[src/rtl/seq_fxp_multiplier.sv]
// Shift-add signed fixed-point multiplier, one multiplier bit per clock.
// Ports: clk, reset(n), start -> busy, done pulse, P (Q.FRAC), ovf.
module seq_fxp_multiplier #(
  parameter int WIDTH = 16,
  parameter int FRAC  = 8
) (
  input  logic             clk,
  input  logic             reset,
  input  logic             start,
  input  logic [WIDTH-1:0] A,
  input  logic [WIDTH-1:0] B,
  output logic             busy,
  output logic             done,
  output logic [WIDTH-1:0] P,
  output logic             ovf
);

  localparam int AW = 2 * WIDTH;
  localparam int CW = $clog2(WIDTH);

  localparam logic [AW-1:0] POS_MAX =
    {{(WIDTH+1){1'b0}}, {(WIDTH-1){1'b1}}};
  localparam logic [AW-1:0] NEG_MAX =
    {{WIDTH{1'b0}}, 1'b1, {(WIDTH-1){1'b0}}};
  localparam logic [WIDTH-1:0] P_POS =
    {1'b0, {(WIDTH-1){1'b1}}};
  localparam logic [WIDTH-1:0] P_NEG =
    {1'b1, {(WIDTH-1){1'b0}}};
  localparam logic [CW-1:0] LAST = CW'(WIDTH - 1);

  typedef enum logic [1:0] {
    IDLE,
    MUL,
    FIN
  } state_t;

  state_t           state, state_n;
  logic [AW-1:0]    acc, acc_n;
  logic [WIDTH-1:0] mag_a, mag_a_n;
  logic [WIDTH-1:0] mag_b, mag_b_n;
  logic [CW-1:0]    cnt, cnt_n;
  logic             sign, sign_n;
  logic             busy_n, done_n, ovf_n;
  logic [WIDTH-1:0] p_n;
  logic [AW-1:0]    mag;

  // |x| as unsigned; the most negative value maps onto itself,
  // which is exactly 2^(WIDTH-1) when read unsigned.
  function automatic logic [WIDTH-1:0] absv(
    input logic [WIDTH-1:0] x
  );
    return x[WIDTH-1] ? (~x + 1'b1) : x;
  endfunction

  assign mag = acc >> FRAC;

  always_ff @(posedge clk or negedge reset) begin
    if (!reset) begin
      state <= IDLE;
      acc   <= '0;
      mag_a <= '0;
      mag_b <= '0;
      cnt   <= '0;
      sign  <= 1'b0;
      busy  <= 1'b0;
      done  <= 1'b0;
      P     <= '0;
      ovf   <= 1'b0;
    end else begin
      state <= state_n;
      acc   <= acc_n;
      mag_a <= mag_a_n;
      mag_b <= mag_b_n;
      cnt   <= cnt_n;
      sign  <= sign_n;
      busy  <= busy_n;
      done  <= done_n;
      P     <= p_n;
      ovf   <= ovf_n;
    end
  end

  always_comb begin
    state_n = state;
    acc_n   = acc;
    mag_a_n = mag_a;
    mag_b_n = mag_b;
    cnt_n   = cnt;
    sign_n  = sign;
    busy_n  = busy;
    done_n  = 1'b0;
    p_n     = P;
    ovf_n   = ovf;
    unique case (state)
      IDLE: begin
        if (start) begin
          sign_n  = A[WIDTH-1] ^ B[WIDTH-1];
          mag_a_n = absv(A);
          mag_b_n = absv(B);
          acc_n   = '0;
          cnt_n   = '0;
          busy_n  = 1'b1;
          state_n = MUL;
        end
      end
      MUL: begin
        if (mag_b[cnt])
          acc_n = acc + ({{WIDTH{1'b0}}, mag_a} << cnt);
        cnt_n = cnt + 1'b1;
        if (cnt == LAST)
          state_n = FIN;
      end
      FIN: begin
        if (!sign && mag > POS_MAX) begin
          p_n   = P_POS;
          ovf_n = 1'b1;
        end else if (sign && mag > NEG_MAX) begin
          p_n   = P_NEG;
          ovf_n = 1'b1;
        end else begin
          p_n   = sign ? (~mag[WIDTH-1:0] + 1'b1)
                       : mag[WIDTH-1:0];
          ovf_n = 1'b0;
        end
        done_n  = 1'b1;
        busy_n  = 1'b0;
        state_n = IDLE;
      end
      default: state_n = IDLE;
    endcase
  end

endmodule

[config.mk]
export PLATFORM = sky130hd
export DESIGN_NAME = seq_fxp_multiplier
export DESIGN_NICKNAME = d
export VERILOG_FILES = /design/src/rtl/seq_fxp_multiplier.sv
export SDC_FILE = /design/constraint.sdc
export NUM_CORES = 1
export LEC_CHECK = 0
export ABC_AREA = 1
export CAP_MARGIN = 20
export CORE_ASPECT_RATIO = 2
export CORE_UTILIZATION = 55
export CTS_CLUSTER_SIZE = 28
export DETAILED_ROUTE_END_ITERATION = 6
export HOLD_SLACK_MARGIN = 0.06
export PLACE_DENSITY = 0.76
export SLEW_MARGIN = 10
export SYNTH_ARGS = -nofsm -noshare
export SYNTH_HDL_FRONTEND = slang
export SYNTH_SLANG_ARGS = --single-unit
[constraint.sdc]
create_clock -name clk -period 3.3 [get_ports clk]
set_clock_uncertainty 0.05 [all_clocks]
set_input_delay 0.495 -clock clk [delete_from_list [all_inputs] [get_ports clk]]
set_output_delay 0.495 -clock clk [all_outputs]
set_load 0.005 [all_outputs]
## Word level (Yosys, flattened, before mapping)

Cells that the tools add are included.

- Register bits after elaboration: 90
- Input bits: 35
- Output and inout bits: 19

- Bitwise logic cells: 4
- Shift-type cells: 1
- Eq/ne operators: 6
- Muxes and demuxes: 20
- $add $sub $neg: 5
- Reduce and logical (&&, ||, !) cells: 11
- Order comparisons: 3

Operators with widths:

| kind | count |
|---|---|
| 2-to-1 mux 16 bit | 5 |
| 2-to-1 mux 32 bit | 2 |
| case mux 32 bit (2 select lines) | 1 |
| adder 16 x 1 -> 16 bit (second input constant) | 3 |
| inverter 16 bit | 3 |
| adder 32 bit | 1 |
| << shifter 16 x 4 -> 32 bit | 1 |
| greater-than comparator 24 x 15 -> 1 bit (second input constant) | 1 |
| greater-than comparator 24 x 16 -> 1 bit (second input constant) | 1 |
| case mux 4 bit (2 select lines) | 1 |
| AND reduction 2 bit | 4 |
| != test 2 bit (second input constant) | 3 |
| < comparator 4 x 5 -> 1 bit (second input constant) | 1 |
| 2-to-1 mux 1 bit | 5 |
| adder 4 x 1 -> 4 bit (second input constant) | 1 |
| binary-select mux 1 bit (select 4 bit) | 1 |
| equality test 4 bit (second input constant) | 1 |
| 2-to-1 mux 2 bit | 2 |
| 2-to-1 mux 4 bit | 1 |
| case mux 2 bit (2 select lines) | 1 |
| nonzero test 2 bit | 2 |
| AND reduction 3 bit | 1 |
| equality test 2 x 1 -> 1 bit (second input constant) | 1 |
| equality test 2 bit (second input constant) | 1 |
| 5 further kinds | 6 |

## Depth between registers and ports, before layout

Gate-level depths: netlist (run 1).

- Depth after elaboration: 5
- Mapped depth: 23

## Least setup slack after synthesis (run 1)

No wires, ideal clock.

- Path type: reg2reg
- Start point: register cnt[0]
- End point: register acc[22]
- Slack: 580 ps
- Period minus slack after synthesis: 2720 ps
- Data arrival time: 2553 ps
- Stages on the path, launching flop included: 21
- Cells stage by stage: dfrtp_1 > buf_6 > clkinv_2 > buf_2 > nand2_1 > nor2_1 > nand2_1 > nor2_1 > ha_1 > inv_1 > fa_1 > o21ai_1 > nand2_1 > nand2_1 > nand2_1 > nand2_1 > nand2_1 > nand2_1 > nand2_1 > nand3_1 > nand2_1

- Word-level cells in the longest chain between the ends: 4

RTL lines:

| what | line | text |
|---|---|---|
| from (decl) | 41 | `logic [CW-1:0] cnt, cnt_n;` |
| from (signal assigned) | 74 | `cnt <= cnt_n;` |
| << shifter 16 x 4 -> 32 bit or binary-select mux 1 bit (select 4 bit) (tied branches) | 108, 107 |  |
| adder 32 bit or 2-to-1 mux 1 bit (tied branches) | 108, 107 |  |
| 2-to-1 mux 32 bit or != test 2 bit (tied branches) | - |  |
| case mux 32 bit (2 select lines) or AND reduction 3 bit (tied branches) | - |  |
| to (signal assigned) | 71 | `acc <= acc_n;` |
| to (decl) | 38 | `logic [AW-1:0] acc, acc_n;` |

Several ways; a longest one is shown, not always the timed one. The select of a mux whose other input is x is not followed.
A chain may end at the register's enable or synchronous reset.

## Final worst setup path (run 1)

- Start point: register cnt[1]
- End point: register acc[21]

Same word-level chain as after synthesis.

==> summary.md, run 1 <==
| Metric | Value |
|---|---|
| Post-route cell area | `0.00863 mm^2` |
| Syn Inst Count | `1,208` |
| PwrDens | `1110 mW/mm^2` |
| Vias in the first global route | `7,585` |
| Warnings, synthesis | `0` |
| Rows | `60` |
| Failing checks | `DRC` |
| # DRC | `2` |
| Seq/Total Area, Yosys | `29.7%` |
| Core Area | `0.0134 mm^2` |
| Starting Density | `56.4%` |
| Top cells by area, synth | `dfrtp_1, nand2_1, o21ai_0` |
| Layout area overhead | `13.9%` |
| Die W | `85.0 um` |
| Final period utilization | `93.8%` |
| Fraction of final layout cells with drive strength greater than 1 | `5.56%` |
| Mapped Area | `0.00757 mm^2` |
| Final net count | `1,326` |
| Via density per instance | `5.53` |
| Routed wire length | `21,600 um` |
| Reg clk slew, reported paths | `0.07 ns` |
| Post-route minimum period | `3.10 ns` |
| Largest net degree at the start of global routing | `49` |
| Seq. cell area | `0.00225 mm^2` |
| Max Cap Viol | `0` |
| Run status | `complete, but fails checks` |
| Largest fanout on the critical path | `16` |
| Synth cell types | `43` |
| # IOs | `54` |
| Synth Net Count | `1,279` |
| H-tree depth | `3` |
| CP required | `3.50 ns` |
| Slew Limit Fails | `0` |
| Startpoint types | `flop` |
| CTS max path bufs | `2` |
| Critical path class | `flop to flop` |
| CTS root buf | `clkbuf_16` |
| Initial antenna violation count | `0` |
| Final Setup Violations | `0` |
| CP max stage cell | `dfrtp_1` |
| CP max stage delay | `0.49 ns` |
| Area of the multi-input gates | `0.00462 mm^2` |
| Die height | `168 um` |
| Wire length per cell | `15.2 um` |
| Maximum vdd drop | `0.495 mV` |
| DP Area | `0.00827 mm^2` |
| Worst relative slew slack | `51.7%` |
| Via count of the routed design | `7,818` |
| WL met3 | `663 um` |
| Hold Violations, Final | `0` |
| RD Place Congestion | `0.997` |
| Maximum clock frequency | `0.323 GHz` |
| Pre-antenna DRT Iters | `7` |
| Die ar. | `0.0143 mm^2` |
| Tot GR Track Use | `31.9%` |
| Hold Worst Slack | `0.0785 ns` |
| Fillers | `1,303` |
| Number of CTS-inserted buffers | `9` |
| Leakage | `4.39 nW` |
| Crit path top cell by count | `nand2_1` |
| RSZ-0062 raised after global routing | `true` |
| CTS tree | `built` |
| Port Buffers | `53` |
| Min-delay worst type | `primary input to asynchronous set/reset pin` |
| WL met2 | `11,800 um` |
| Met1 Wirelength | `7230 um` |
| Worst setup EP type | `flop` |
| Hold Buf Count CTS | `0` |
| Top-area cell type share of the netlist area | `29.7%` |
| Uppermost layer routed | `met4` |
| Final HPWL DP | `17,700 um` |
| CP Cell Sequence | `buf_4 > mux2i_1 > o21ai_0 > nand2_1 > o21ai_0 > ha_1 > nand2_1 > inv_1 > nand2_1 > nor3_1 > nand2_1 > nand2_1 > nand2_1 > nand2_1 > nand2_1 > nand3_1 > nand2_1` |
| First-pass GRT wire length | `35,100 um` |
| Synth area leader | `dfrtp_1` |
| Slew @ Worst Pin | `0.724 ns` |
| DRT antenna net count | `0` |
| CP delay by family, top | `simple AND/OR/NAND/NOR gates` |
| Worst path bufs/invs | `2` |
| Sink Count | `90` |
| Clk Latency, worst-skew pair | `0.36 ns` |
| Overall power | `9.58 mW` |
| DRT iter0 DRCs | `364` |
| Setup TNS | `0 ns` |
| Yosys reg bits | `90` |
| Total gr overflow | `0` |
| Synthesized area per cell | `6.27 um^2` |
| Worst endpoint data arrival time | `3.30 ns` |
| Antenna cells | `0` |
through the flow:
stage | util (%) | instances | setup WS [ns]
floorplan | - | 1208 | 0.580
global placement | 61.5 | 1397 | 0.0543
detailed placement | 61.5 | 1397 | 0.0426
CTS | 63.8 | 1413 | 0.0344
global route | 64.2 | 1415 | -0.0157
finish | 64.2 | 1415 | 0.205
logic make-up (layout without fill, tap and decap cells):
family / Yosys count / in the layout / synth area share [%]
and+or+nand+nor: 658 / 658 / 35.6
AOI/OAI and AO/OA: 208 / 208 / 14.7
buffers and inverters: 180 / 232 / 9.77
DFF: 90 / 90 / 29.7
adders and majority gates: 36 / 36 / 6.05
xor gates and xnor gates: 35 / 35 / 4.05
muxes: 1 / 1 / 0.132
what timing repair did:
action / 4_1_cts / 5_1_grt
resized for setup: 0 / 26
setup endpoints to repair: 0 / 18
buffers inserted: 0 / 2
synth_stat cells (all sizes together):
cell / instances
a22o: 1
o211ai: 2
xor2: 28
or2: 9
mux2i: 1
nand4: 4
o21bai: 5
nor3: 10
or4: 1
ha: 35
buf: 17
fa: 1
clkinv: 1
nand2: 410
o41ai: 1
dfrtp: 90
xnor2: 7
nor2: 135
o21ai: 124
o31ai: 6
a31oi: 4
o22ai: 5
nand3: 78
a21o: 1
clkbuf: 19
inv: 143
nand3b: 11
a21oi: 59
where the power goes:
part / total (mW) / switching (mW) / leakage (nW) / internal, mW
Sequential: 1.94 / 0.388 / 1.08 / 1.55
Clock: 1.07 / 0.460 / 0.142 / 0.612
Combinational: 6.57 / 4.31 / 3.17 / 2.25
path summary, 6_finish.rpt:
| check | start | endpoint | slack [ns] | cells after the start |
|---|---|---|---|---|
| setup / recovery | cnt[1] | acc[21] | 0.20 | 17 |
| hold / removal | reset | done | 0.08 | 1 |
| setup reg to reg | cnt[1] | acc[21] | 0.20 | 17 |
| hold reg to reg | mag_b[14] | mag_b[14] | 0.43 | 2 |
| max in group asynchronous | reset | acc[26] | 2.45 | 2 |
| min in group clk | mag_b[14] | mag_b[14] | 0.43 | 2 |
sequential cells by signal, summed over array words and instances (netlist names):
signal,count
cnt,4
ovf,1
state,2
P,16
mag_b,16
busy,1
sign,1
done,1
mag_a,16
acc,32
metal layers:
metal	vias up	track usage (%)
met5	-	0
met4	0	26.7
met3	104	4.26
met2	234	60.3
met1	3524	29.3
li1	3956	-
area by class of cell:
type / count / area share (%)
clock buffers: 11 / 2.81
well taps: 155 / 2.25
clock inverters: 5 / 0.725
repair buffers: 72 / 8.21
flip-flops and latches: 90 / 26.1
inverters: 144 / 6.35
multi-input cells: 938 / 53.5
cells in the final DEF (no fill, tap or decap), types with 5 or more instances in the layout:
cell type and instances:
a21oi_1 54, buf_4 17, clkbuf_16 9, clkdlybuf4s50_1 52, dfrtp_1 90, ha_1 35, inv_1 140, nand2_1 404
nand2_2 5, nand3_1 75, nand3b_1 11, nor2_1 129, nor2_2 5, nor3_1 10, o21ai_0 102, o21ai_1 19
o21bai_1 5, o22ai_1 5, o31ai_1 6, or2_2 8, xnor2_1 7, xor2_1 28
(Power assumes the default switching activity.)
==> run 2, diff against run 1 <==
RECOVER_POWER = 100   (was default)
SKIP_LAST_GASP = 1   (was default)
==> run 2 against run 1 <==
Against the previous run: the run ends with DRC, capacitance limit, slew limit left; sequential power about the same; utilization shrank 0.26 points; wire length barely moved; final cell count unchanged; global-route usage unchanged; sequential share of layout area increased by 0.11 points; maximum frequency down 1.2%; total power fell by 0.48%; critical path depth increased by 1; via count shrank 0.14%; sequential cell count unchanged; clock-buffer cell count unchanged.
==> summary.md, run 2 (synthesis gave the netlist of run 1 again) <==
| Metric | Value |
|---|---|
| Run status | `complete, but fails checks` |
| Failing checks | `DRC, capacitance limit, slew limit` |
| Die height | `168 um` |
| Post-route cell area | `0.00859 mm^2` |
| CTS root buf | `clkbuf_16` |
| Starting Density | `56.4%` |
| Routed wire length | `21,500 um` |
| Slew Limit Fails | `48` |
| Via density per instance | `5.52` |
| Wire length per cell | `15.2 um` |
| Die ar. | `0.0143 mm^2` |
| Antenna cells | `0` |
| H-tree depth | `3` |
| CTS max path bufs | `2` |
| Final period utilization | `95.0%` |
| Final HPWL DP | `17,700 um` |
| Total gr overflow | `0` |
| Final core utilization | `63.9%` |
| Worst relative slew slack | `-66.0%` |
| Vias in the first global route | `7,585` |
| CP required | `3.50 ns` |
| First-pass GRT wire length | `35,100 um` |
| Hold Buf Count CTS | `0` |
| RSZ-0062 raised after global routing | `true` |
| Initial antenna violation count | `0` |
| Final Setup Violations | `0` |
| Core Area | `0.0134 mm^2` |
| Commonest non-fill, non-tap cell in the layout | `nand2_1` |
| Number of CTS-inserted buffers | `9` |
| # IOs | `54` |
| Pre-antenna DRT Iters | `7` |
| Maximum vdd drop | `0.496 mV` |
| Critical path class | `flop to flop` |
| Final net count | `1,326` |
| Startpoint types | `flop` |
| Leakage | `4.33 nW` |
| DRT antenna net count | `0` |
| Overall power | `9.54 mW` |
| Reg clk slew, reported paths | `0.07 ns` |
| Post-route minimum period | `3.13 ns` |
| DRT iter0 DRCs | `375` |
| Max Cap Viol | `1` |
| Layout area overhead | `13.5%` |
| Port Buffers | `53` |
| Largest register FFs | `32` |
| Clk Latency, worst-skew pair | `0.36 ns` |
| # DRC | `2` |
| Fillers | `1,313` |
| Min-delay worst type | `flop to flop` |
| Sink Count | `90` |
| Hold Violations, Final | `0` |
| Largest net degree at the start of global routing | `49` |
| Biggest register | `acc` |
| Slew @ Worst Pin | `2.49 ns` |
| Dpl cells | `1,397` |
| Rows | `60` |
| Tot GR Track Use | `31.9%` |
| DP Area | `0.00827 mm^2` |
| Finished Layout Cells | `1,415` |
| Via count of the routed design | `7,807` |
| Largest fanout on the critical path | `24` |
| Most frequent cells in the layout | `nand2_1, inv_1, nor2_1` |
| Maximum clock frequency | `0.319 GHz` |
| PwrDens | `1110 mW/mm^2` |
| Worst endpoint data arrival time | `3.33 ns` |
| CTS tree | `built` |
| Die W | `85.0 um` |
| Fraction of final layout cells with drive strength greater than 1 | `4.76%` |
| Worst setup EP type | `flop` |
| RD Place Congestion | `0.997` |
## run 2: path summary, 6_finish.rpt
| check | startpoint | endpoint | slack, ns | cells past startpoint |
|---|---|---|---|---|
| worst max-delay path | cnt[0] | acc[25] | 0.17 | 18 |
| worst min-delay path | P[15] | P[15] | 0.43 | 2 |
| worst max register to register | cnt[0] | acc[25] | 0.17 | 18 |
| worst min register to register | P[15] | P[15] | 0.43 | 2 |
| max in group asynchronous | reset | mag_a[7] | 0.93 | 1 |
| min in group asynchronous | reset | done | 0.84 | 1 |
## run 2: stage by stage
stage	setup TNS (ns)	worst slack, ns	hold WS (ns)
after floorplan	0	0.580	0.149
after global placement	0	0.0543	0.415
after detailed placement	0	0.0426	0.417
after CTS	0	0.0344	0.113
after global routing	-0.0829	-0.0432	0.449
final	0	0.166	0.427
## run 2: power by group
group          leakage, nW  internal [mW]  total [mW]  switching (mW)
Clock                0.142          0.612        1.07           0.457
Combinational         3.11           2.22        6.53            4.31
Sequential            1.08           1.55        1.94           0.384
Total                 4.33           4.38        9.54            5.15
## run 2: cell type report
cell class / instances / area (um^2) / share of cell area, %
Clock buffer: 11 / 243 / 2.83
Clock inverter: 5 / 62.6 / 0.728
Inverter: 144 / 548 / 6.38
Multi-Input combinational cell: 938 / 4610 / 53.6
Sequential cell: 90 / 2250 / 26.2
Tap cell: 155 / 194 / 2.26
Timing Repair Buffer: 72 / 686 / 7.98
## run 2: routing by layer
metal | track usage, % | vias to the layer above | routed length, um
met1 | 29.3 | 3525 | 7270
li1 | - | 3963 | -
met3 | 4.26 | 101 | 602
met5 | 0 | - | 0
met4 | 26.7 | 0 | 1890
met2 | 60.3 | 218 | 11800
## run 2: critical path: stages (launching register included)
cell	delay, ns
dfrtp_1	0.44
buf_12	0.18
o21ai_1	0.23
nand2_1	0.08
o21ai_1	0.11
nand2_1	0.06
o21ai_1	0.14
nand2_1	0.12
o21ai_0	0.15
ha_1	0.27
nand2_1	0.11
nor2_1	0.22
nand2_1	0.20
nor3_1	0.18
nand2_1	0.18
nand2_1	0.11
nand2_1	0.05
nand3_1	0.07
nand2_1	0.05
## run 2: what timing repair did
action,in CTS,in global routing
setup endpoints to repair,0,18
buffers inserted,0,2
resized for setup,0,22
